===== config.mk =====
export PLATFORM = sky130hd
export DESIGN_NAME = alu_ctrl_seq_flat
export DESIGN_NICKNAME = d
export VERILOG_FILES = /design/src/rtl/alu_ctrl_pkg.sv /design/src/rtl/alu_ctrl_seq_if.sv /design/src/rtl/alu_ctrl_decode.sv /design/src/rtl/alu_ctrl_seq.sv /design/src/flat_wrapper.sv
export SDC_FILE = /design/constraint.sdc
export NUM_CORES = 1
export LEC_CHECK = 0
export BUFFER_PORTS_ARGS = -buffer_cell sky130_fd_sc_hd__clkbuf_2
export CAP_MARGIN = 20
export CORE_AREA = 2 2 39 41
export CTS_BUF_LIST = sky130_fd_sc_hd__clkbuf_16
export DETAILED_ROUTE_END_ITERATION = 10
export DIE_AREA = 0 0 41 43
export GPL_ROUTABILITY_DRIVEN = 0
export PLACE_DENSITY = 0.7
export REMOVE_ABC_BUFFERS = 1
export SETUP_SLACK_MARGIN = 0.5
export SLEW_MARGIN = 20
export SYNTH_ARGS = -nofsm -noshare
export SYNTH_HDL_FRONTEND = slang
export SYNTH_SLANG_ARGS = --single-unit

===== constraint.sdc =====
create_clock -name clk -period 2.2 [get_ports clk]
set_input_delay 0.44 -clock clk [delete_from_list [all_inputs] [get_ports clk]]
set_output_delay 0.44 -clock clk [all_outputs]
set_load 0.1 [all_outputs]

===== src/rtl/alu_ctrl_pkg.sv =====
// Shared constants and types for the handshaked ALU control sequencer.
// Contents: OpALU class encodings, R-type funct encodings, 4-bit ALU
// select codes, the sequencer state enum, the decoder result payload and
// the is_multicycle helper.
package alu_ctrl_pkg;

  localparam int unsigned ALU_CODE_W = 4;
  localparam int unsigned OP_W       = 2;
  localparam int unsigned FUNCT_W0   = 6;

  typedef logic [ALU_CODE_W-1:0] alu_code_t;
  typedef logic [OP_W-1:0]       op_t;
  typedef logic [FUNCT_W0-1:0]   funct_t;

  // OpALU classes
  localparam op_t OP_MEM    = 2'b00;
  localparam op_t OP_BRANCH = 2'b01;
  localparam op_t OP_RTYPE  = 2'b10;
  localparam op_t OP_RSVD   = 2'b11;

  // R-type funct encodings
  localparam funct_t F_ADD  = 6'b100000;
  localparam funct_t F_SUB  = 6'b100010;
  localparam funct_t F_AND  = 6'b100100;
  localparam funct_t F_OR   = 6'b100101;
  localparam funct_t F_SLT  = 6'b101010;
  localparam funct_t F_NOR  = 6'b100111;
  localparam funct_t F_MULT = 6'b011000;
  localparam funct_t F_DIV  = 6'b011010;

  // ALU select codes
  localparam alu_code_t ALU_AND  = 4'b0000;
  localparam alu_code_t ALU_OR   = 4'b0001;
  localparam alu_code_t ALU_ADD  = 4'b0010;
  localparam alu_code_t ALU_SUB  = 4'b0110;
  localparam alu_code_t ALU_SLT  = 4'b0111;
  localparam alu_code_t ALU_MULT = 4'b1000;
  localparam alu_code_t ALU_DIV  = 4'b1001;
  localparam alu_code_t ALU_NOR  = 4'b1100;

  typedef enum logic [1:0] {
    IDLE  = 2'b00,
    MULTI = 2'b01,
    HOLD  = 2'b10
  } state_e;

  // Decoder result payload
  typedef struct packed {
    alu_code_t code;
    logic      multi;
    logic      illegal;
  } dec_t;

  function automatic logic is_multicycle(input alu_code_t code);
    return (code == ALU_MULT) || (code == ALU_DIV);
  endfunction

endpackage


===== src/rtl/alu_ctrl_seq_if.sv =====
// Request/response bundle between the ID-stage control and the ALU
// control sequencer.
// Signals: in_valid/in_ready/OpALU/funct (request), out_valid/out_ready/
// inputALU (result), busy (multi-cycle op in progress). With
// ALU_CTRL_ILLEGAL_TRAP_EN defined it also carries illegal and err_sticky.
interface alu_ctrl_seq_if #(
  parameter int unsigned CTRL_W  = 4,
  parameter int unsigned FUNCT_W = 6
);
  logic               in_valid;
  logic               in_ready;
  logic [1:0]         OpALU;
  logic [FUNCT_W-1:0] funct;
  logic               out_valid;
  logic               out_ready;
  logic [CTRL_W-1:0]  inputALU;
  logic               busy;
`ifdef ALU_CTRL_ILLEGAL_TRAP_EN
  logic               illegal;
  logic               err_sticky;
`endif

  modport master (
    output in_valid, OpALU, funct, out_ready,
    input  in_ready, out_valid, inputALU, busy
`ifdef ALU_CTRL_ILLEGAL_TRAP_EN
    , input illegal, err_sticky
`endif
  );

  modport slave (
    input  in_valid, OpALU, funct, out_ready,
    output in_ready, out_valid, inputALU, busy
`ifdef ALU_CTRL_ILLEGAL_TRAP_EN
    , output illegal, err_sticky
`endif
  );
endinterface


===== src/rtl/alu_ctrl_decode.sv =====
// Combinational (OpALU, funct) -> {code, multicycle, illegal} decoder.
// Ports: op_alu_i (class), funct_i (R-type function), dec_c_o (payload).
// Kept standalone so the hazard unit can reuse it.
module alu_ctrl_decode
  import alu_ctrl_pkg::*;
#(
  parameter int unsigned FUNCT_W = 6
) (
  input  logic [1:0]         op_alu_i,
  input  logic [FUNCT_W-1:0] funct_i,
  output dec_t               dec_c_o
);

  // Illegal encodings fall through to code 0000 with the illegal flag set
  always_comb begin
    dec_c_o = '0;
    case (op_alu_i)
      OP_MEM:    dec_c_o.code = ALU_ADD;
      OP_BRANCH: dec_c_o.code = ALU_SUB;
      OP_RTYPE: begin
        case (funct_i)
          FUNCT_W'(F_ADD):  dec_c_o.code = ALU_ADD;
          FUNCT_W'(F_SUB):  dec_c_o.code = ALU_SUB;
          FUNCT_W'(F_AND):  dec_c_o.code = ALU_AND;
          FUNCT_W'(F_OR):   dec_c_o.code = ALU_OR;
          FUNCT_W'(F_SLT):  dec_c_o.code = ALU_SLT;
          FUNCT_W'(F_NOR):  dec_c_o.code = ALU_NOR;
          FUNCT_W'(F_MULT): dec_c_o.code = ALU_MULT;
          FUNCT_W'(F_DIV):  dec_c_o.code = ALU_DIV;
          default:          dec_c_o.illegal = 1'b1;
        endcase
      end
      default: dec_c_o.illegal = 1'b1;
    endcase
    dec_c_o.multi = is_multicycle(dec_c_o.code);
  end

endmodule


===== src/rtl/alu_ctrl_seq.sv =====
// Handshaked ALU control sequencer: decodes (OpALU, funct) on accept into a
// registered ALU select code, holding it until consumed; MULT/DIV spend a
// fixed latency in MULTI with busy asserted before the result is offered.
// Ports: clk, rst_n (async active-low), bus (alu_ctrl_seq_if.slave).
// Optional: ALU_CTRL_ILLEGAL_TRAP_EN adds registered illegal and sticky
// err_sticky outputs on the bus.
module alu_ctrl_seq
  import alu_ctrl_pkg::*;
#(
  parameter int unsigned CTRL_W  = 4,
  parameter int unsigned FUNCT_W = 6,
  parameter int unsigned MUL_LAT = 4,
  parameter int unsigned DIV_LAT = 8
) (
  input  logic          clk,
  input  logic          rst_n,
  alu_ctrl_seq_if.slave bus
);

  localparam int unsigned LAT_MAX = (MUL_LAT > DIV_LAT) ? MUL_LAT : DIV_LAT;
  localparam int unsigned CNT_W   = $clog2(LAT_MAX);

  state_e             state_q, state_d;
  logic [CNT_W-1:0]   cnt_q, cnt_d;
  logic [CTRL_W-1:0]  alu_q, alu_d;
  logic               in_ready_c;
  logic               accept_c;
  dec_t               dec;

  alu_ctrl_decode #(.FUNCT_W(FUNCT_W)) u_decode (
    .op_alu_i (bus.OpALU),
    .funct_i  (bus.funct),
    .dec_c_o  (dec)
  );

  // Next-state: counter is loaded with LAT-1 and reaches 0 as MULTI hands
  // over to HOLD, so the result appears LAT cycles after accept.
  always_comb begin
    state_d    = state_q;
    cnt_d      = cnt_q;
    alu_d      = alu_q;
    in_ready_c = 1'b0;
    case (state_q)
      IDLE:  in_ready_c = 1'b1;
      MULTI: begin
        cnt_d = cnt_q - CNT_W'(1);
        if (cnt_q == CNT_W'(1)) state_d = HOLD;
      end
      HOLD: begin
        in_ready_c = bus.out_ready;
        if (bus.out_ready && !bus.in_valid) state_d = IDLE;
      end
      default: state_d = IDLE;
    endcase
    accept_c = in_ready_c && bus.in_valid;
    if (accept_c) begin
      alu_d = CTRL_W'(dec.code);
      if (dec.multi) begin
        state_d = MULTI;
        cnt_d   = (dec.code == ALU_MULT) ? CNT_W'(MUL_LAT - 1) : CNT_W'(DIV_LAT - 1);
      end else begin
        state_d = HOLD;
      end
    end
  end

  always_ff @(posedge clk or negedge rst_n) begin
    if (!rst_n) begin
      state_q <= IDLE;
      cnt_q   <= '0;
      alu_q   <= '0;
    end else begin
      state_q <= state_d;
      cnt_q   <= cnt_d;
      alu_q   <= alu_d;
    end
  end

  assign bus.in_ready  = in_ready_c;
  assign bus.out_valid = (state_q == HOLD);
  assign bus.busy      = (state_q == MULTI);
  assign bus.inputALU  = alu_q;

`ifdef ALU_CTRL_ILLEGAL_TRAP_EN
  logic illegal_q, err_q;

  // illegal travels with the result; err_sticky only clears on reset
  always_ff @(posedge clk or negedge rst_n) begin
    if (!rst_n) begin
      illegal_q <= 1'b0;
      err_q     <= 1'b0;
    end else if (accept_c) begin
      illegal_q <= dec.illegal;
      err_q     <= err_q | dec.illegal;
    end
  end

  assign bus.illegal    = illegal_q;
  assign bus.err_sticky = err_q;
`else
  logic unused_illegal;
  assign unused_illegal = dec.illegal;
`endif

endmodule


===== src/flat_wrapper.sv =====
// flat-port wrapper written by rule: the top's interface ports become plain ports
module alu_ctrl_seq_flat import alu_ctrl_pkg::*;
#(
  parameter int unsigned CTRL_W  = 4,
  parameter int unsigned FUNCT_W = 6,
  parameter int unsigned MUL_LAT = 4,
  parameter int unsigned DIV_LAT = 8
)
  (clk, rst_n, bus_in_valid, bus_OpALU, bus_funct, bus_out_ready, bus_in_ready, bus_out_valid, bus_inputALU, bus_busy);
  alu_ctrl_seq_if #(.CTRL_W(CTRL_W), .FUNCT_W(FUNCT_W)) bus_i ();
  input  logic clk;
  input  logic rst_n;
  input wire logic [$bits(bus_i.in_valid)-1:0] bus_in_valid;
  input wire logic [$bits(bus_i.OpALU)-1:0] bus_OpALU;
  input wire logic [$bits(bus_i.funct)-1:0] bus_funct;
  input wire logic [$bits(bus_i.out_ready)-1:0] bus_out_ready;
  output wire logic [$bits(bus_i.in_ready)-1:0] bus_in_ready;
  output wire logic [$bits(bus_i.out_valid)-1:0] bus_out_valid;
  output wire logic [$bits(bus_i.inputALU)-1:0] bus_inputALU;
  output wire logic [$bits(bus_i.busy)-1:0] bus_busy;
  assign bus_i.in_valid = bus_in_valid;
  assign bus_i.OpALU = bus_OpALU;
  assign bus_i.funct = bus_funct;
  assign bus_i.out_ready = bus_out_ready;
  assign bus_in_ready = bus_i.in_ready;
  assign bus_out_valid = bus_i.out_valid;
  assign bus_inputALU = bus_i.inputALU;
  assign bus_busy = bus_i.busy;
  alu_ctrl_seq #(.CTRL_W(CTRL_W), .FUNCT_W(FUNCT_W), .MUL_LAT(MUL_LAT), .DIV_LAT(DIV_LAT)) u_core (.clk(clk), .rst_n(rst_n), .bus(bus_i));
endmodule

==> impl_metrics.py, run 1 <==
metrics = {
    "place": {
        "place_hpwl_um": 908.9,
        "dpl_cell_area_um2": 689.4,
        "pre_cts_ws_ps": 581.9,
        "io_buffers": 18,
    },
    "floorplan": {
        "die_x_um": 41,
        "start_util_pct": 41.86,
        "io_pins": 19,
        "core_area_um2": 1384,
        "die_area_um2": 1763,
        "die-height_um": 43,
        "rows": 14,
    },
    "sta": {
        "rsz0062_at_grt": "false",
        "skew_ps": 0.9130,
        "timing.final.crit_share_pct": 74.21,
        "maxSlewHeadroom_pct": 64.18,
        "slew_violations": 0,
        "worstMarginPinSlew_ps": 539.7,
        "max_freq_mhz": 612.5,
        "hold_viol": 0,
        "tns_ps": 0,
        "period_minus_slack_ps": 1633,
        "setup_ws_ps": 567.3,
        "setup_viol": 0,
    },
    "critical_path": {
        "required_ps": 1760,
        "cp.arrival_ps": 1190,
        "rr_endpoint": "u_core.cnt_q[2]$_DFF_PN0_",
        "crit_type": "reg -> out",
        "r2r-start": "u_core.state_q[0]$_DFFE_PN0P_",
        "path_max_fanout": 6,
        "end_kind": "primary output",
        "r2r_slack_ps": 780,
        "worst_setup_path_start_kind": "flip-flop",
        "rr_worst_depth": 4,
    },
    "global_route": {
        "grt_max_degree": 10,
        "overflow": 0,
        "grt_pass1_wl_um": 1759,
        "antenna_found_initial": 0,
        "grt_pass1_vias": 435,
        "track_usage_pct": 15.34,
    },
    "pwr": {
        "power_leakage_nw": 0.3865,
        "power_w": 0.0006403,
        "p_int_w": 0.0004551,
        "powerDensity_nw_per_um2": 820.1,
        "seqPwrFrac_pct": 29.2,
        "switching_power_w": 0.0001852,
        "p_comb_share_pct": 22.0,
        "pwr-share-clk_pct": 48.8,
        "vdd_drop_max_mv": 0.3305,
        "switching_share_pct": 28.92,
    },
    "layout": {
        "utilization_pct": 56.42,
        "area_delta_synth_final_pct": 34.77,
        "final_cell_area_um2": 780.7,
        "n_antenna_cell": 0,
        "nets": 97,
        "drive_gt1_share_pct": 34.15,
    },
    "job": {
        "cap_violations": 0,
    },
    "synth": {
        "synth_cell_type_count": 21,
        "synth_top_area_cell": "dfrtp_1",
        "synth_seq_cells": 9,
        "synthMuxAreaShare_pct": 5.832,
        "syn_avg_cell_area_um2": 9.655,
        "synth_area_um2": 579.3,
        "synth_top_area_share_pct": 38.88,
        "synth_top_flop_cell": "dfrtp_1",
        "synth_adder_area_share_pct": 4.320,
        "synth-edff-count": 0,
        "synth_xor_area_share_pct": 3.024,
        "synth_top_family_by_area": "simple AND/OR/NAND/NOR gates",
        "syn_inst": 60,
        "ys_async_sr_fraction_pct": 100.0,
        "ys_seq_area_share_pct": 38.88,
        "synth_top_cells_by_area": "dfrtp_1, nand2b_1, nor2b_1",
        "yosys_warnings": 0,
        "synth_compound_area_share_pct": 17.49,
        "synth_simple_gate_area_share_pct": 28.51,
    },
    "clocking": {
        "cts-root-buf": "clkbuf_16",
        "cts_tree": "done",
        "cts_inserted_buffers": 3,
        "hold_buffers": 0,
        "clk_pin_slew_ps": 40,
        "clock_path_buffers": 2,
        "clock_latency_ps": 230,
        "ctsHtreeMaxLevel": 1,
        "clkSinkCount": 9,
    },
    "route": {
        "via_per_inst": 5.092,
        "routed_wl_um": 1087,
        "num_vias": 499,
        "drt_first_iter_violations": 0,
        "avgRoutedWirePerCell_um": 11.09,
        "drc_errors": 0,
        "drt_pre_antenna_iters": 1,
        "ant_nets": 0,
    },
    "min_path": {
        "hp-class": "in -> async",
    },
    "run_status": {
        "outcome": "completed",
    },
}
## layout make-up
cell class / instances / area, um^2
repair buffers: 18 / 102.6
clock buffers: 3 / 75.07
clock inverters: 1 / 3.754
well taps: 16 / 20.02
flip-flops and latches: 9 / 225.2
fillers: 127 / 603.1
inverters: 3 / 11.26
multi-input cells: 48 / 342.8
## worst max path at each step
stage                             startpoint                         to  slack [ps]  cells past startpoint
2_1_floorplan  u_core.state_q[1]$_DFFE_PN0P_               bus_in_ready          -9                      2
3_3_place_gp   u_core.state_q[1]$_DFFE_PN0P_                   bus_busy         590                      3
3_5_place_dp                    bus_funct[5]  u_core.cnt_q[2]$_DFF_PN0_         580                      5
4_1_cts        u_core.state_q[1]$_DFFE_PN0P_                   bus_busy         460                      3
5_1_grt        u_core.state_q[1]$_DFFE_PN0P_               bus_in_ready         530                      3
6_report       u_core.state_q[0]$_DFFE_PN0P_              bus_out_valid         570                      2
## layout by cell type, fill, tap and decap left out, types with 2 or more instances in the layout
| cell type | instances |
|---|---|
| clkbuf_2 | 15 |
| nand2b_1 | 6 |
| nor2_1 | 3 |
| inv_1 | 3 |
| dfrtp_1 | 9 |
| o21ai_0 | 5 |
| clkbuf_16 | 3 |
| nor2b_1 | 6 |
| o211ai_1 | 2 |
| mux2_2 | 3 |
| xnor2_1 | 2 |
| ha_1 | 2 |
| a32o_1 | 3 |
| nand2_1 | 7 |
## worst max-delay path, stage by stage (launching register included)
cell,delay [ps]
dfrtp_1,420
nor2b_1,110
buf_2,420
## metrics by stage
step,hold WS [ps],std cells
finish,53.03,98
CTS,61.14,98
floorplan,144.4,60
global route,71.26,98
detailed placement,306.9,94
global placement,304.1,94
## cell families (layout without fill, tap and decap cells)
| group | after synthesis | in the layout |
|---|---|---|
| simple gates | 28 | 28 |
| compound gates | 13 | 13 |
| flops | 9 | 9 |
| mux | 3 | 3 |
| buf+inv | 3 | 25 |
| fa+ha+maj | 2 | 2 |
| xor+xnor | 2 | 2 |
## metal layers
| layer | global-route usage [%] | routed length (um) | up-vias |
|---|---|---|---|
| li1 | - | - | 256 |
| met1 | 18.95 | 500 | 223 |
| met2 | 21.88 | 497 | 15 |
| met3 | 1.571 | 48 | 5 |
| met4 | 14.00 | 42 | 0 |
| met5 | 0 | 0 | - |
## synthesized netlist by cell type (all sizes together), types with 2 or more instances
master and number:
a32o 3, dfrtp 9, ha 2, inv 3, mux2 3, nand2 7
nand2b 6, nor2 3, nor2b 6, o211ai 2, o21ai 5, xnor2 2
## power groups by stage
stage	clock network, W	registers [W]	logic [W]
after floorplan	0	0.000231	0.0000638
after CTS	0.000317	0.000187	0.000142
after global placement	0	0.000188	0.000138
after detailed placement	0	0.000189	0.000141
after global routing	0.000325	0.000189	0.000151
final	0.000313	0.000187	0.000141
## sequential cells by signal (all words and copies together) (netlist names)
name                 cells
u_core.cnt_q             3
u_core.bus.inputALU      4
u_core.state_q           2
## timing repair
item                       CTS  global route
setup endpoints to repair    2             3
setup buffers                0             0
gates resized for setup      2             6
No activity file was read; power rests on OpenSTA's default activity.
==> run 2: changes to the inputs <==
--- a/config.mk
+++ b/config.mk
@@ -7,12 +7,12 @@
 export LEC_CHECK = 0
 export BUFFER_PORTS_ARGS = -buffer_cell sky130_fd_sc_hd__clkbuf_2
 export CAP_MARGIN = 20
-export CORE_AREA = 2 2 39 41
+export CORE_MARGIN = 2
+export CORE_UTILIZATION = 42
 export CTS_BUF_LIST = sky130_fd_sc_hd__clkbuf_16
 export DETAILED_ROUTE_END_ITERATION = 10
-export DIE_AREA = 0 0 41 43
 export GPL_ROUTABILITY_DRIVEN = 0
-export PLACE_DENSITY = 0.7
+export PLACE_DENSITY = 0.71
 export REMOVE_ABC_BUFFERS = 1
 export SETUP_SLACK_MARGIN = 0.5
 export SLEW_MARGIN = 20
==> constraint.sdc (replaced) <==
create_clock -name clk -period 1.4 [get_ports clk]
set_input_delay 0.28 -clock clk [delete_from_list [all_inputs] [get_ports clk]]
set_output_delay 0.28 -clock clk [all_outputs]
set_load 0.1 [all_outputs]
==> run 2 against run 1 <==
Effect of this change:
- clock-buffer cell count unchanged
- clock power up 57%
- register-to-register slack worse by 760 ps
- final cell count up 5.1%
- flip-flop and latch count unchanged
- hold slack better by 340 ps
- routed wire length up 24%
- non-clock buffer count up 6
- die area down 4.0%
==> impl_metrics.py, run 2 (synthesis results as in run 1) <==
metrics = {
    "layout": {
        "utilization_pct": 73.65,
        "largest_reg_flops": 4,
        "final_cells": 103,
        "drive_gt1_share_pct": 45.45,
        "n_antenna_cell": 0,
        "final_cell_area_um2": 958.4,
        "final_common_cell": "clkbuf_2",
        "most-common-layout-cells": "clkbuf_2, dfrtp_1, buf_12",
        "area_delta_synth_final_pct": 65.44,
        "nets": 103,
    },
    "clocking": {
        "clkSinkCount": 9,
        "clock_path_buffers": 2,
        "clk_pin_slew_ps": 40,
        "clock_latency_ps": 230,
        "cts-root-buf": "clkbuf_16",
        "ctsHtreeMaxLevel": 1,
        "cts_inserted_buffers": 3,
        "cts_tree": "done",
    },
    "sta": {
        "hold_viol": 0,
        "maxSlewHeadroom_pct": 75.53,
        "timing.final.crit_share_pct": 98.54,
        "setup_viol": 0,
        "period_minus_slack_ps": 1380,
        "rsz0062_at_grt": "true",
        "slew_violations": 0,
        "skew_ps": 1.454,
        "worstMarginPinSlew_ps": 366.4,
        "max_freq_mhz": 724.8,
    },
    "floorplan": {
        "rows": 13,
        "core_area_um2": 1301,
        "io_pins": 19,
        "die_area_um2": 1693,
        "die-height_um": 41.14,
        "die_x_um": 41.14,
        "start_util_pct": 44.52,
    },
    "critical_path": {
        "path_max_fanout": 6,
        "path_buf_inv": 0,
        "cp_top_family": "compound AO/OA/AOI/OAI gates",
        "worst_setup_path_start_kind": "flip-flop",
        "end_kind": "flip-flop",
        "rr_worst_depth": 4,
        "path_cells": "nand2b_4, a311oi_2, nand4_2, a32o_1",
        "r2r-start": "u_core.state_q[0]$_DFFE_PN0P_",
        "crit_type": "reg -> reg",
        "slowest_delay_ps": 460,
        "cp.arrival_ps": 1490,
        "slowest_stage": "dfrtp_2",
        "rr_endpoint": "u_core.cnt_q[2]$_DFF_PN0_",
        "required_ps": 1510,
        "r2r_slack_ps": 20,
    },
    "route": {
        "routed_wl_um": 1352,
        "ant_nets": 0,
        "drt_pre_antenna_iters": 4,
        "num_vias": 535,
        "avgRoutedWirePerCell_um": 13.13,
        "via_per_inst": 5.194,
        "drt_first_iter_violations": 14,
        "drc_errors": 0,
    },
    "place": {
        "io_buffers": 18,
        "dpl_cell_area_um2": 808.3,
        "place_hpwl_um": 1012,
        "dp_cells": 95,
    },
    "min_path": {
        "min_path_cells": 3,
        "hp-class": "in -> reg",
        "hp-start": "bus_OpALU[1]",
        "holdPathEnd": "u_core.bus.inputALU[1]$_DFFE_PN0P_",
    },
    "run_status": {
        "outcome": "completed",
    },
    "pwr": {
        "powerDensity_nw_per_um2": 1120,
        "vdd_drop_max_mv": 1.296,
        "power_leakage_nw": 0.4589,
    },
    "global_route": {
        "grt_pass1_wl_um": 2111,
        "grt_max_degree": 10,
        "track_usage_pct": 19.93,
        "antenna_found_initial": 0,
        "overflow": 0,
        "grt_pass1_vias": 521,
    },
    "job": {
        "cap_violations": 0,
    },
}
-- run 2: cell types whose count changed in the layout (fill, tap and decap cells not counted), moves of 2 or more --
cell / previous run / this run
nand2b_4: 0 / 2
buf_4: 1 / 5
nand2b_1: 6 / 4
nor2b_1: 6 / 4
clkbuf_2: 15 / 11
buf_12: 0 / 7
-- run 2: worst max path at each step --
| stage | start | end | cells past startpoint |
|---|---|---|---|
| after floorplan | u_core.state_q[1]$_DFFE_PN0P_ | bus_in_ready | 2 |
| after global placement | bus_funct[5] | u_core.cnt_q[2]$_DFF_PN0_ | 5 |
| after detailed placement | bus_funct[5] | u_core.cnt_q[2]$_DFF_PN0_ | 5 |
| after CTS | u_core.state_q[1]$_DFFE_PN0P_ | bus_in_ready | 3 |
| after global routing | u_core.state_q[0]$_DFFE_PN0P_ | u_core.cnt_q[2]$_DFF_PN0_ | 4 |
| final | u_core.state_q[0]$_DFFE_PN0P_ | u_core.cnt_q[2]$_DFF_PN0_ | 4 |
-- run 2: final cells by class --
cell class | count | area (um^2)
tap | 15 | 18.77
fill | 100 | 342.8
multi-input combinational | 48 | 377.9
sequential | 9 | 226.5
timing repair buffer | 24 | 242.7
inverter | 3 | 13.76
clock inverter | 1 | 3.754
clock buffer | 3 | 75.07
-- run 2: where the power goes --
part	leakage, nW	switching (W)	internal [W]
Clock	0.0423	0.000118	0.000372
Combinational	0.309	0.000169	0.000114
Sequential	0.108	0.0000198	0.000281
-- run 2: through the flow --
stage / power (W) / hold slack, ps / worst slack [ps] / setup TNS (ps)
final: 0.001074 / 397.5 / 20.39 / 0
after global routing: 0.001114 / 414.8 / -29.17 / -76.43
after CTS: 0.001080 / 398.9 / 9.992 / 0
after detailed placement: 0.0005729 / 148.8 / -40.41 / -46.70
after global placement: 0.0005673 / 147.8 / -23.49 / -24.14
after floorplan: 0.0004633 / -15.59 / -649.3 / -2071
-- run 2: tightest hold or removal path: stages --
cell and delay (ps):
clkbuf_2 100, o21ai_0 70, mux2_2 140
-- run 2: per-layer routing --
layer	global-route usage [%]	vias to the layer above	share of wire [%]
li1	-	268	-
met1	22.00	253	42
met2	34.38	14	52
met3	9.239	0	6.1
met4	4.839	0	0
met5	0	-	0
-- run 2: timing repair --
| item | 4_1_cts | 5_1_grt |
|---|---|---|
| hold buffers | 1 | 0 |
| pin swaps | 5 | 3 |
| buffers inserted | 1 | 2 |
| endpoints found under the setup margin | 16 | 16 |
| endpoints found under the hold margin | 9 | 0 |
| resized for setup | 9 | 2 |
==> run 3: changes to the inputs <==
==> constraint.sdc (replaced) <==
create_clock -name clk -period 1.4 [get_ports clk]
set_input_delay 0.35 -clock clk [delete_from_list [all_inputs] [get_ports clk]]
set_output_delay 0.35 -clock clk [all_outputs]
set_load 0.1 [all_outputs]
==> run 3 against run 2 <==
Effect of this change:
- the flow now finishes with violations (setup timing)
- clock power increased by 4%
- clock skew up 4.2 ps
- cell area increased by 9.4%
- core utilization grew 6.9 points
- die area unchanged
- critical path depth is 1 lower
- flip-flop and latch count unchanged
- combinational power up 12%
- largest cell class unchanged
- largest power group unchanged
==> impl_metrics.py, run 3 (synthesis results as in run 1) <==
metrics = {
    "run_status": {
        "outcome": "finished with violations",
        "violations": "setup timing",
    },
    "global_route": {
        "grt_pass1_vias": 586,
        "track_usage_pct": 23.99,
        "antenna_found_initial": 0,
        "grt_pass1_wl_um": 2456,
        "grt_max_degree": 10,
        "overflow": 0,
    },
    "sta": {
        "maxSlewHeadroom_pct": 79.62,
        "timing.final.crit_share_pct": 103.2,
        "hold_viol": 0,
        "period_minus_slack_ps": 1445,
        "setup_viol": 5,
        "setup_ws_ps": -45.49,
        "slew_violations": 0,
        "rsz0062_at_grt": "true",
        "skew_ps": 5.619,
        "worstMarginPinSlew_ps": 304.3,
        "max_freq_mhz": 691.8,
    },
    "pwr": {
        "p_comb_share_pct": 28.1,
        "switching_power_w": 0.0003399,
        "powerDensity_nw_per_um2": 1075,
        "seqPwrFrac_pct": 26.7,
        "p_int_w": 0.0007868,
        "switching_share_pct": 30.17,
        "pwr-share-clk_pct": 45.2,
        "vdd_drop_max_mv": 1.283,
        "power_leakage_nw": 0.5043,
    },
    "floorplan": {
        "start_util_pct": 44.52,
        "die-height_um": 41.14,
        "die_x_um": 41.14,
        "die_area_um2": 1693,
        "core_area_um2": 1301,
        "io_pins": 19,
        "rows": 13,
    },
    "critical_path": {
        "crit_type": "reg -> out",
        "end_kind": "primary output",
        "rr_worst_depth": 4,
        "path_max_fanout": 4,
        "worst_setup_path_start_kind": "flip-flop",
        "cp.arrival_ps": 1100,
        "required_ps": 1050,
    },
    "place": {
        "io_buffers": 18,
        "place_hpwl_um": 1166,
        "dp_cells": 98,
    },
    "layout": {
        "n_antenna_cell": 0,
        "most-common-layout-cells": "clkbuf_2, buf_4, dfrtp_1",
        "largest_reg_flops": 4,
        "utilization_pct": 80.58,
        "area_delta_synth_final_pct": 80.99,
        "final_common_cell": "clkbuf_2",
        "drive_gt1_share_pct": 55.91,
        "final_cells": 108,
        "fillers": 76,
        "nets": 108,
    },
    "clocking": {
        "cts-root-buf": "clkbuf_16",
        "ctsHtreeMaxLevel": 1,
        "clkSinkCount": 9,
        "cts_inserted_buffers": 3,
        "cts_tree": "done",
        "clk_pin_slew_ps": 40,
        "clock_latency_ps": 240,
        "clock_path_buffers": 2,
    },
    "route": {
        "ant_nets": 0,
        "drt_first_iter_violations": 8,
        "drc_errors": 0,
        "routed_wl_um": 1782,
        "drt_pre_antenna_iters": 4,
        "avgRoutedWirePerCell_um": 16.50,
        "num_vias": 602,
        "via_per_inst": 5.574,
    },
    "job": {
        "cap_violations": 0,
    },
    "min_path": {
        "min_path_cells": 3,
        "hp-class": "in -> reg",
    },
}
-- run 3: changes by cell type in the layout (fill, tap and decap cells not counted), sizes merged --
cell    previous run  this run
buf               12        18
clkbuf            14        13
-- run 3: path summary, 6_finish.rpt --
path                                                      end  slack (ps)                           from
max in group asynchronous       u_core.state_q[0]$_DFFE_PN0P_         670                          rst_n
max reg2reg                         u_core.cnt_q[2]$_DFF_PN0_         -40  u_core.state_q[0]$_DFFE_PN0P_
min in group asynchronous       u_core.state_q[0]$_DFFE_PN0P_         520                          rst_n
max                                              bus_in_ready         -50  u_core.state_q[1]$_DFFE_PN0P_
min reg2reg                         u_core.cnt_q[1]$_DFF_PN0_         500      u_core.cnt_q[1]$_DFF_PN0_
min                        u_core.bus.inputALU[1]$_DFFE_PN0P_         460                   bus_OpALU[1]
-- run 3: routing by layer --
layer | GRT usage, % | vias to the layer above | share of wire [%] | routed length [um]
met4 | 13.71 | 0 | 1.7 | 31
met3 | 9.239 | 6 | 4.7 | 83
met5 | 0 | - | 0 | 0
met1 | 26.00 | 288 | 39 | 700
li1 | - | 282 | - | -
met2 | 39.45 | 26 | 54 | 966
-- run 3: power groups by stage --
stage	Combinational, W	Clock [W]	Sequential, W
after floorplan	0.000100	0	0.000363
after global placement	0.000271	0	0.000302
after detailed placement	0.000279	0	0.000303
after CTS	0.000302	0.000506	0.000300
after global routing	0.000333	0.000523	0.000302
final	0.000317	0.000509	0.000300
-- run 3: metrics by stage --
step	setup TNS [ps]	hold slack, ps	worst slack [ps]	power [W]	cell area, um^2
after detailed placement	-735.6	219.0	-154.4	0.0005817	830.8
after global placement	-350.6	217.4	-100.9	0.0005729	830.8
after floorplan	-2281	54.41	-719.3	0.0004633	579.3
final	-130.3	458.3	-45.49	0.001127	1049
after global routing	-314.4	493.0	-78.67	0.001159	1049
after CTS	-182.3	464.4	-56.75	0.001108	1003
-- run 3: worst max-delay path, stage by stage (launching register included) --
cell,delay [ps]
dfrtp_1,400
nor2b_4,160
nor2_4,110
buf_12,180
-- run 3: cell type report --
type	instances	area, um^2	area share (%)
clock buffers	3	75.07	7.160
well taps	15	18.77	1.790
multi-input cells	48	420.4	40.10
repair buffers	29	290.3	27.68
clock inverters	1	3.754	0.3580
flip-flops and latches	9	226.5	21.60
inverters	3	13.76	1.313
-- run 3: what timing repair did --
item	4_1_cts	5_1_grt
pin swaps	3	7
setup buffers	4	1
endpoints found under the setup margin	16	16
hold buffers	1	0
resized for setup	15	12
hold endpoints to repair	9	0
